[config.mk]
export PLATFORM = sky130hd
export DESIGN_NAME = avalon_mm_seq_master_flat
export DESIGN_NICKNAME = d
export VERILOG_FILES = /design/src/rtl/gravsim_avm_pkg.sv /design/src/rtl/avalon_mm_seq_master_if.sv /design/src/rtl/avm_rd_latency_pipe.sv /design/src/rtl/avalon_mm_seq_master.sv /design/src/flat_wrapper.sv
export SDC_FILE = /design/constraint.sdc
export NUM_CORES = 1
export LEC_CHECK = 0
export CAP_MARGIN = 5
export CELL_PAD_IN_SITES_DETAIL_PLACEMENT = 1
export CELL_PAD_IN_SITES_GLOBAL_PLACEMENT = 1
export CORE_UTILIZATION = 31
export DETAILED_ROUTE_END_ITERATION = 8
export GPL_TIMING_DRIVEN = 1
export PLACE_DENSITY_LB_ADDON = 0.1
export SETUP_SLACK_MARGIN = 0.05
export SLEW_MARGIN = 20
export SYNTH_ARGS = -nofsm -noshare
export SYNTH_HDL_FRONTEND = slang
export SYNTH_HIERARCHICAL = 1
export SYNTH_SLANG_ARGS = --single-unit
[constraint.sdc]
create_clock -name clk_i -period 3.2 [get_ports clk_i]
set_clock_uncertainty 0.2 [all_clocks]
set_input_delay 0.32 -clock clk_i [delete_from_list [all_inputs] [get_ports clk_i]]
set_output_delay 0.32 -clock clk_i [all_outputs]
set_load 0.02 [all_outputs]
[src/rtl/gravsim_avm_pkg.sv]
// rtl/gravsim_avm_pkg.sv - shared types and register map for the gravsim Avalon-MM sequencer master
// Contents: avm_state_t FSM encoding, word offsets of the gravsim slave register file, MAX_BODIES.
package gravsim_avm_pkg;

    typedef enum logic [2:0] {
        ST_IDLE,
        ST_RD_REQ,
        ST_RD_DRAIN,
        ST_WR_FETCH,
        ST_WR_REQ,
        ST_FINISH
    } avm_state_t;

    localparam int unsigned MAX_BODIES = 10;

    // Scalar control words
    localparam int unsigned REG_G     = 0;
    localparam int unsigned REG_NUM   = 1;
    localparam int unsigned REG_START = 2;
    localparam int unsigned REG_DONE  = 3;

    // Per-body arrays, MAX_BODIES words each, packed after the control words
    localparam int unsigned MASS_BASE  = 4;
    localparam int unsigned RAD_BASE   = MASS_BASE  + MAX_BODIES;
    localparam int unsigned POS_X_BASE = RAD_BASE   + MAX_BODIES;
    localparam int unsigned POS_Y_BASE = POS_X_BASE + MAX_BODIES;
    localparam int unsigned POS_Z_BASE = POS_Y_BASE + MAX_BODIES;
    localparam int unsigned VEL_X_BASE = POS_Z_BASE + MAX_BODIES;
    localparam int unsigned VEL_Y_BASE = VEL_X_BASE + MAX_BODIES;
    localparam int unsigned VEL_Z_BASE = VEL_Y_BASE + MAX_BODIES;
    localparam int unsigned ACC_X_BASE = VEL_Z_BASE + MAX_BODIES;
    localparam int unsigned ACC_Y_BASE = ACC_X_BASE + MAX_BODIES;
    localparam int unsigned ACC_Z_BASE = ACC_Y_BASE + MAX_BODIES;

endpackage

[src/rtl/avalon_mm_seq_master_if.sv]
// rtl/avalon_mm_seq_master_if.sv - command, stream and Avalon-MM signals of the sequencer master
// Groups: cmd_* block request/status, wr_* write stream in, rd_* read stream out, avm_* Avalon-MM bus.
// master modport is the sequencer master's view; slave modport is the view of whatever surrounds it.
interface avalon_mm_seq_master_if #(
    parameter int ADDR_W = 8,
    parameter int DATA_W = 32,
    parameter int CNT_W  = 8
);
    logic                  cmd_start;
    logic                  cmd_write;
    logic [ADDR_W-1:0]     cmd_addr;
    logic [CNT_W-1:0]      cmd_count;
    logic                  cmd_busy;
    logic                  cmd_done;
    logic [DATA_W-1:0]     wr_data;
    logic                  wr_valid;
    logic                  wr_ready;
    logic [DATA_W-1:0]     rd_data;
    logic                  rd_valid;
    logic                  avm_cs;
    logic                  avm_read;
    logic                  avm_write;
    logic [DATA_W/8-1:0]   avm_byte_en;
    logic [ADDR_W-1:0]     avm_addr;
    logic [DATA_W-1:0]     avm_writedata;
    logic [DATA_W-1:0]     avm_readdata;
    logic                  avm_waitrequest;

    modport master (
        input  cmd_start, cmd_write, cmd_addr, cmd_count, wr_data, wr_valid,
               avm_readdata, avm_waitrequest,
        output cmd_busy, cmd_done, wr_ready, rd_data, rd_valid,
               avm_cs, avm_read, avm_write, avm_byte_en, avm_addr, avm_writedata
    );

    modport slave (
        output cmd_start, cmd_write, cmd_addr, cmd_count, wr_data, wr_valid,
               avm_readdata, avm_waitrequest,
        input  cmd_busy, cmd_done, wr_ready, rd_data, rd_valid,
               avm_cs, avm_read, avm_write, avm_byte_en, avm_addr, avm_writedata
    );
endinterface

[src/rtl/avm_rd_latency_pipe.sv]
// rtl/avm_rd_latency_pipe.sv - tags accepted reads through the fixed slave read latency
// Ports: clk_i, rst_i (async, active high); accept_i read accepted this cycle;
//        strobe_o sample avm_readdata this cycle; valid_o registered copy of strobe_o (read stream valid).
module avm_rd_latency_pipe #(
    parameter int LATENCY = 0
) (
    input  logic clk_i,
    input  logic rst_i,
    input  logic accept_i,
    output logic strobe_o,
    output logic valid_o
);
    // Stage k of tags is an acceptance k cycles old. Stage LATENCY is the capture
    // cycle; one extra stage gives the registered valid, so even LATENCY = 0 is uniform.
    logic [LATENCY+1:1] tag_q;
    logic [LATENCY+1:0] tags;

    assign tags     = {tag_q, accept_i};
    assign strobe_o = tags[LATENCY];
    assign valid_o  = tags[LATENCY+1];

    always_ff @(posedge clk_i or posedge rst_i) begin
        if (rst_i) begin
            tag_q <= '0;
        end else begin
            tag_q <= tags[LATENCY:0];
        end
    end
endmodule

[src/rtl/avalon_mm_seq_master.sv]
// rtl/avalon_mm_seq_master.sv - Avalon-MM master running one read or write block of COUNT words
// Ports: clk_i, rst_i (async, active high); bus (master modport): cmd_* block command and status,
//        wr_* write data stream (valid/ready), rd_* read data stream (valid only), avm_* Avalon-MM master.
module avalon_mm_seq_master
    import gravsim_avm_pkg::*;
#(
    parameter int ADDR_W       = 8,
    parameter int DATA_W       = 32,
    parameter int CNT_W        = 8,
    parameter int READ_LATENCY = 0
) (
    input  logic                    clk_i,
    input  logic                    rst_i,
    avalon_mm_seq_master_if.master  bus
);
    avm_state_t          state_q, state_d;
    logic [ADDR_W-1:0]   addr_q, addr_d;
    logic [CNT_W-1:0]    count_q, count_d;
    logic [CNT_W-1:0]    rem_q, rem_d;      // words still to issue on the bus
    logic [CNT_W-1:0]    cap_q, cap_d;      // read words captured so far
    logic [DATA_W-1:0]   wdata_q, wdata_d;
    logic [DATA_W-1:0]   rd_data_q;
    logic                rd_req, wr_req, accepted, cap_stb, rd_valid;

    assign rd_req   = (state_q == ST_RD_REQ);
    assign wr_req   = (state_q == ST_WR_REQ);
    assign accepted = (rd_req | wr_req) & ~bus.avm_waitrequest;

    avm_rd_latency_pipe #(.LATENCY(READ_LATENCY)) u_rd_pipe (
        .clk_i    (clk_i),
        .rst_i    (rst_i),
        .accept_i (rd_req & ~bus.avm_waitrequest),
        .strobe_o (cap_stb),
        .valid_o  (rd_valid)
    );

    always_comb begin
        state_d = state_q;
        addr_d  = addr_q;
        count_d = count_q;
        rem_d   = rem_q;
        wdata_d = wdata_q;
        cap_d   = cap_q + CNT_W'(cap_stb);
        case (state_q)
            ST_IDLE: begin
                if (bus.cmd_start) begin
                    addr_d  = bus.cmd_addr;
                    count_d = bus.cmd_count;
                    rem_d   = bus.cmd_count;
                    cap_d   = '0;
                    if (bus.cmd_count == '0)  state_d = ST_FINISH;
                    else if (bus.cmd_write)   state_d = ST_WR_FETCH;
                    else                      state_d = ST_RD_REQ;
                end
            end
            ST_RD_REQ: begin
                if (accepted) begin
                    addr_d = addr_q + 1'b1;
                    rem_d  = rem_q - 1'b1;
                    if (rem_q == CNT_W'(1)) state_d = ST_RD_DRAIN;
                end
            end
            ST_RD_DRAIN: begin
                if (cap_q == count_q) state_d = ST_FINISH;
            end
            ST_WR_FETCH: begin
                if (bus.wr_valid) begin
                    wdata_d = bus.wr_data;
                    state_d = ST_WR_REQ;
                end
            end
            ST_WR_REQ: begin
                if (accepted) begin
                    addr_d  = addr_q + 1'b1;
                    rem_d   = rem_q - 1'b1;
                    state_d = (rem_q == CNT_W'(1)) ? ST_FINISH : ST_WR_FETCH;
                end
            end
            ST_FINISH: state_d = ST_IDLE;
            default:   state_d = ST_IDLE;
        endcase
    end

    always_ff @(posedge clk_i or posedge rst_i) begin
        if (rst_i) begin
            state_q   <= ST_IDLE;
            addr_q    <= '0;
            count_q   <= '0;
            rem_q     <= '0;
            cap_q     <= '0;
            wdata_q   <= '0;
            rd_data_q <= '0;
        end else begin
            state_q <= state_d;
            addr_q  <= addr_d;
            count_q <= count_d;
            rem_q   <= rem_d;
            cap_q   <= cap_d;
            wdata_q <= wdata_d;
            if (cap_stb) rd_data_q <= bus.avm_readdata;
        end
    end

    // Request outputs are decoded from state only, so they stay stable while stalled.
    assign bus.cmd_busy      = (state_q != ST_IDLE) && (state_q != ST_FINISH);
    assign bus.cmd_done      = (state_q == ST_FINISH);
    assign bus.wr_ready      = (state_q == ST_WR_FETCH);
    assign bus.rd_data       = rd_data_q;
    assign bus.rd_valid      = rd_valid;
    assign bus.avm_read      = rd_req;
    assign bus.avm_write     = wr_req;
    assign bus.avm_cs        = rd_req | wr_req;
    assign bus.avm_byte_en   = (rd_req | wr_req) ? '1 : '0;
    assign bus.avm_addr      = (rd_req | wr_req) ? addr_q : '0;
    assign bus.avm_writedata = wr_req ? wdata_q : '0;
endmodule

[src/flat_wrapper.sv]
// flat-port wrapper written by rule: the top's interface ports become plain ports
module avalon_mm_seq_master_flat import gravsim_avm_pkg::*;
#(
    parameter int ADDR_W       = 8,
    parameter int DATA_W       = 32,
    parameter int CNT_W        = 8,
    parameter int READ_LATENCY = 0
)
  (clk_i, rst_i, bus_cmd_start, bus_cmd_write, bus_cmd_addr, bus_cmd_count, bus_wr_data, bus_wr_valid, bus_avm_readdata, bus_avm_waitrequest, bus_cmd_busy, bus_cmd_done, bus_wr_ready, bus_rd_data, bus_rd_valid, bus_avm_cs, bus_avm_read, bus_avm_write, bus_avm_byte_en, bus_avm_addr, bus_avm_writedata);
  avalon_mm_seq_master_if #(.ADDR_W(ADDR_W), .DATA_W(DATA_W), .CNT_W(CNT_W)) bus_i ();
  input  logic clk_i;
  input  logic rst_i;
  input wire logic [$bits(bus_i.cmd_start)-1:0] bus_cmd_start;
  input wire logic [$bits(bus_i.cmd_write)-1:0] bus_cmd_write;
  input wire logic [$bits(bus_i.cmd_addr)-1:0] bus_cmd_addr;
  input wire logic [$bits(bus_i.cmd_count)-1:0] bus_cmd_count;
  input wire logic [$bits(bus_i.wr_data)-1:0] bus_wr_data;
  input wire logic [$bits(bus_i.wr_valid)-1:0] bus_wr_valid;
  input wire logic [$bits(bus_i.avm_readdata)-1:0] bus_avm_readdata;
  input wire logic [$bits(bus_i.avm_waitrequest)-1:0] bus_avm_waitrequest;
  output wire logic [$bits(bus_i.cmd_busy)-1:0] bus_cmd_busy;
  output wire logic [$bits(bus_i.cmd_done)-1:0] bus_cmd_done;
  output wire logic [$bits(bus_i.wr_ready)-1:0] bus_wr_ready;
  output wire logic [$bits(bus_i.rd_data)-1:0] bus_rd_data;
  output wire logic [$bits(bus_i.rd_valid)-1:0] bus_rd_valid;
  output wire logic [$bits(bus_i.avm_cs)-1:0] bus_avm_cs;
  output wire logic [$bits(bus_i.avm_read)-1:0] bus_avm_read;
  output wire logic [$bits(bus_i.avm_write)-1:0] bus_avm_write;
  output wire logic [$bits(bus_i.avm_byte_en)-1:0] bus_avm_byte_en;
  output wire logic [$bits(bus_i.avm_addr)-1:0] bus_avm_addr;
  output wire logic [$bits(bus_i.avm_writedata)-1:0] bus_avm_writedata;
  assign bus_i.cmd_start = bus_cmd_start;
  assign bus_i.cmd_write = bus_cmd_write;
  assign bus_i.cmd_addr = bus_cmd_addr;
  assign bus_i.cmd_count = bus_cmd_count;
  assign bus_i.wr_data = bus_wr_data;
  assign bus_i.wr_valid = bus_wr_valid;
  assign bus_i.avm_readdata = bus_avm_readdata;
  assign bus_i.avm_waitrequest = bus_avm_waitrequest;
  assign bus_cmd_busy = bus_i.cmd_busy;
  assign bus_cmd_done = bus_i.cmd_done;
  assign bus_wr_ready = bus_i.wr_ready;
  assign bus_rd_data = bus_i.rd_data;
  assign bus_rd_valid = bus_i.rd_valid;
  assign bus_avm_cs = bus_i.avm_cs;
  assign bus_avm_read = bus_i.avm_read;
  assign bus_avm_write = bus_i.avm_write;
  assign bus_avm_byte_en = bus_i.avm_byte_en;
  assign bus_avm_addr = bus_i.avm_addr;
  assign bus_avm_writedata = bus_i.avm_writedata;
  avalon_mm_seq_master #(.ADDR_W(ADDR_W), .DATA_W(DATA_W), .CNT_W(CNT_W), .READ_LATENCY(READ_LATENCY)) u_core (.clk_i(clk_i), .rst_i(rst_i), .bus(bus_i));
endmodule
==> results.py <==
metrics = {
    "timing": {
        "post-route-period-util_pct": 89.54,
        "maxSlewViolCount": 0,
        "setup_viol": 0,
        "max_slew_margin_pct": 55.96,
        "finalHoldViolCount": 0,
        "fin_setup_tns_ps": 0,
        "period_minus_slack_ps": 2865,
        "setup_ws_ps": 334.7,
        "rsz0062_at_grt": "no",
        "worst_slew_pin_slew_ps": 657.1,
        "fmax_mhz": 349.0,
    },
    "power": {
        "p_leak_nw": 2.945,
        "ir_worst_vdd_mv": 0.4617,
        "p_per_area_nw_per_um2": 935.2,
        "power_mw": 6.497,
    },
    "cts": {
        "cts_max_level": 3,
        "cts_root_buf": "clkbuf_16",
        "clock_latency_ps": 350,
        "clockBufferDepth": 2,
        "clk_pin_slew_ps": 70,
        "cts_buffers": 9,
        "tritoncts": "done",
        "clock-sinks": 100,
        "postCtsSetupBuffers": 0,
    },
    "status": {
        "failed_checks": "DRC",
        "status": "finished, violations left",
    },
    "setup_path": {
        "crit_slowest_cell": "clkdlybuf4s50_1",
        "reg2reg_to": "u_core/bus.rd_data[9]",
        "cp.depth": 5,
        "cp_num_buf_inv": 2,
        "endpoint": "bus_avm_addr[2]",
        "crit_type": "reg2out",
        "crit_path_max_fanout": 17,
        "max_stage_delay_ps": 600,
        "regToRegStartpoint": "u_core/state_q[1]",
        "rr_worst_depth": 6,
        "end_kind": "output port",
        "reg2reg_setup_slack_ps": 980,
        "critPathTopFamily": "buffers and inverters",
        "start_kind": "register",
        "crit_chain": "xnor2_1, or2_2, inv_1, and2_1, clkdlybuf4s50_1",
        "worst_ep_required_time_ps": 2680,
        "arrival_ps": 2350,
        "startpoint": "u_core/state_q[2]",
    },
    "logic_synthesis": {
        "synth-main-ff-cell": "dfrtp_1",
        "avgSynthCellArea_um2": 11.35,
        "synth_edf_count": 0,
        "ys_ff_latch": 100,
        "yosysWarnings": 6,
        "syn-num-nets": 506,
        "ys_types": 51,
        "synthArstFlopShare_pct": 100.0,
        "synth.cell_area_um2": 4710,
        "synth_seq_area_share_pct": 53.13,
        "netlist_instances": 415,
    },
    "routing": {
        "dr.pass1.iters": 6,
        "via_count": 3701,
        "viasPerCell": 4.819,
        "antenna_left": 0,
        "wl_per_cell_um": 16.69,
        "drt-total-wl_um": 12820,
        "drc": 4,
        "drtIter0Drc": 122,
    },
    "floorplan": {
        "io_pins": 169,
        "row_count": 44,
        "start_util_pct": 32.04,
        "dieArea_um2": 15690,
        "die_w_um": 125.3,
        "dieHeight_um": 125.3,
        "core_um2": 14700,
    },
    "global_route": {
        "grt_pass1_wl_um": 21090,
        "grt_max_degree": 48,
        "antenna_found_initial": 0,
        "grt_use_total_pct": 17.27,
        "grt_overflow": 0,
        "grt_pass1_vias": 4041,
    },
    "job": {
        "drv_cap": 0,
    },
    "placement": {
        "postPlaceCellArea_um2": 6606,
        "post-place-ws_ps": 673.3,
        "io_buffers": 168,
        "hpwl_um": 9229,
        "gp_congestion": 0.7422,
        "place_inst": 751,
    },
    "layout": {
        "nNetsFinal": 670,
        "area_growth_pct": 47.50,
        "fin_cells": 768,
        "drive_above_1_share_pct": 18.15,
        "stdcell_area_um2": 6947,
        "num_antenna_cells": 0,
    },
    "min_path": {
        "min_path_type": "reg2reg",
    },
}
==> power by group <==
group,internal (mW),total [mW],switching [mW]
Sequential,1.86,2.24,0.377
Clock,0.700,1.22,0.517
Combinational,1.55,3.04,1.49
Total,4.11,6.50,2.38
==> cells in the mapped netlist, types with 2 or more instances <==
| cell type | instances | area (um2) |
|---|---|---|
| dfrtp_1 | 100 | 2502 |
| mux2_2 | 64 | 720.7 |
| nand2_1 | 45 | 168.9 |
| and2_1 | 42 | 262.8 |
| nor2_1 | 14 | 52.55 |
| xor2_1 | 12 | 105.1 |
| a21oi_1 | 11 | 55.05 |
| clkbuf_1 | 11 | 41.29 |
| inv_1 | 10 | 37.54 |
| nand3_1 | 10 | 50.05 |
| o21ai_0 | 10 | 50.05 |
| buf_2 | 7 | 35.03 |
| nor4_1 | 6 | 37.54 |
| buf_1 | 5 | 18.77 |
| buf_4 | 5 | 37.54 |
| ha_1 | 5 | 62.56 |
| and3_1 | 4 | 25.02 |
| nor3_1 | 4 | 20.02 |
| o211ai_1 | 4 | 30.03 |
| o311ai_0 | 4 | 35.03 |
| xnor2_1 | 4 | 35.03 |
| nand2b_1 | 3 | 18.77 |
| a31oi_1 | 2 | 12.51 |
| a32oi_1 | 2 | 17.52 |
| mux2i_1 | 2 | 20.02 |
| nand4_1 | 2 | 12.51 |
| nor3b_1 | 2 | 15.01 |
| or2_2 | 2 | 12.51 |
==> worst min-delay path by stage <==
| stage | from | endpoint | slack (ps) | cells past startpoint |
|---|---|---|---|---|
| after floorplan | rst_i | u_core/u_rd_pipe/valid_o | -150 | 1 |
| after global placement | u_core/wdata_q[29] | u_core/wdata_q[29] | 280 | 1 |
| after global routing | u_core/wdata_q[11] | u_core/wdata_q[11] | 310 | 1 |
| after CTS | u_core/wdata_q[4] | u_core/wdata_q[4] | 300 | 1 |
| final | u_core/wdata_q[4] | u_core/wdata_q[4] | 300 | 1 |
| after detailed placement | u_core/wdata_q[4] | u_core/wdata_q[4] | 280 | 1 |
==> repair_timing <==
item / CTS / global route
hold buffers: 1 / 0
endpoints found under the hold margin: 1 / 0
resized for setup: 0 / 0
endpoints found under the setup margin: 0 / 0
==> flip-flops by register name (all words and copies together), names as in the netlist <==
signal                    flops
u_core/bus.rd_data           32
u_core/wdata_q               32
u_core/addr_q                 8
u_core/cap_q                  8
u_core/count_q                8
u_core/rem_q                  8
u_core/state_q                3
u_core/u_rd_pipe/valid_o      1
==> per-layer routing <==
| layer | track usage [%] | wire, um | share of wire (%) | vias to the layer above |
|---|---|---|---|---|
| met5 | 0 | 0 | 0 | - |
| met4 | 4.448 | 182 | 1.4 | 0 |
| met3 | 8.644 | 1180 | 9.2 | 12 |
| met2 | 29.41 | 6372 | 50 | 102 |
| met1 | 19.10 | 5081 | 40 | 1836 |
| li1 | - | - | - | 1751 |
==> final cells by class <==
class / instances / area [um2]
clock buffers: 9 / 225.2
clock inverters: 7 / 105.1
fillers: 1563 / 7752
inverters: 10 / 40.04
multi-input cells: 277 / 2049
flip-flops and latches: 100 / 2502
well taps: 184 / 230.2
repair buffers: 181 / 1794
==> cells by family after synthesis <==
| kind of cell | Yosys count | share of synthesized area, % |
|---|---|---|
| muxes | 66 | 15.73 |
| buffers and inverters | 38 | 3.613 |
| AOI/OAI and AO/OA | 46 | 6.695 |
| xor gates and xnor gates | 16 | 2.975 |
| DFF | 100 | 53.13 |
| adders and majority gates | 5 | 1.328 |
| and+or+nand+nor | 144 | 16.53 |
==> cells in the final DEF, fill, tap and decap left out, types with 5 or more instances in the layout <==
cell type and instances:
buf_4 11, xor2_1 12, nor2_1 13, and2_1 42, clkdlybuf4s50_1 168, o21ai_0 10, nand2_1 45, nor4_1 6
clkbuf_16 9, inv_1 9, nand3_1 10, a21oi_1 11, dfrtp_1 100, mux2_2 64, ha_1 5
==> per-stage QoR <==
stage               hold slack (ps)  util, %
floorplan                    -151.3        -
global placement              278.9    44.94
detailed placement            285.0    44.94
CTS                           302.5    47.26
global route                  312.4    47.26
finish                        299.5    47.26
(Power assumes the default switching activity.)
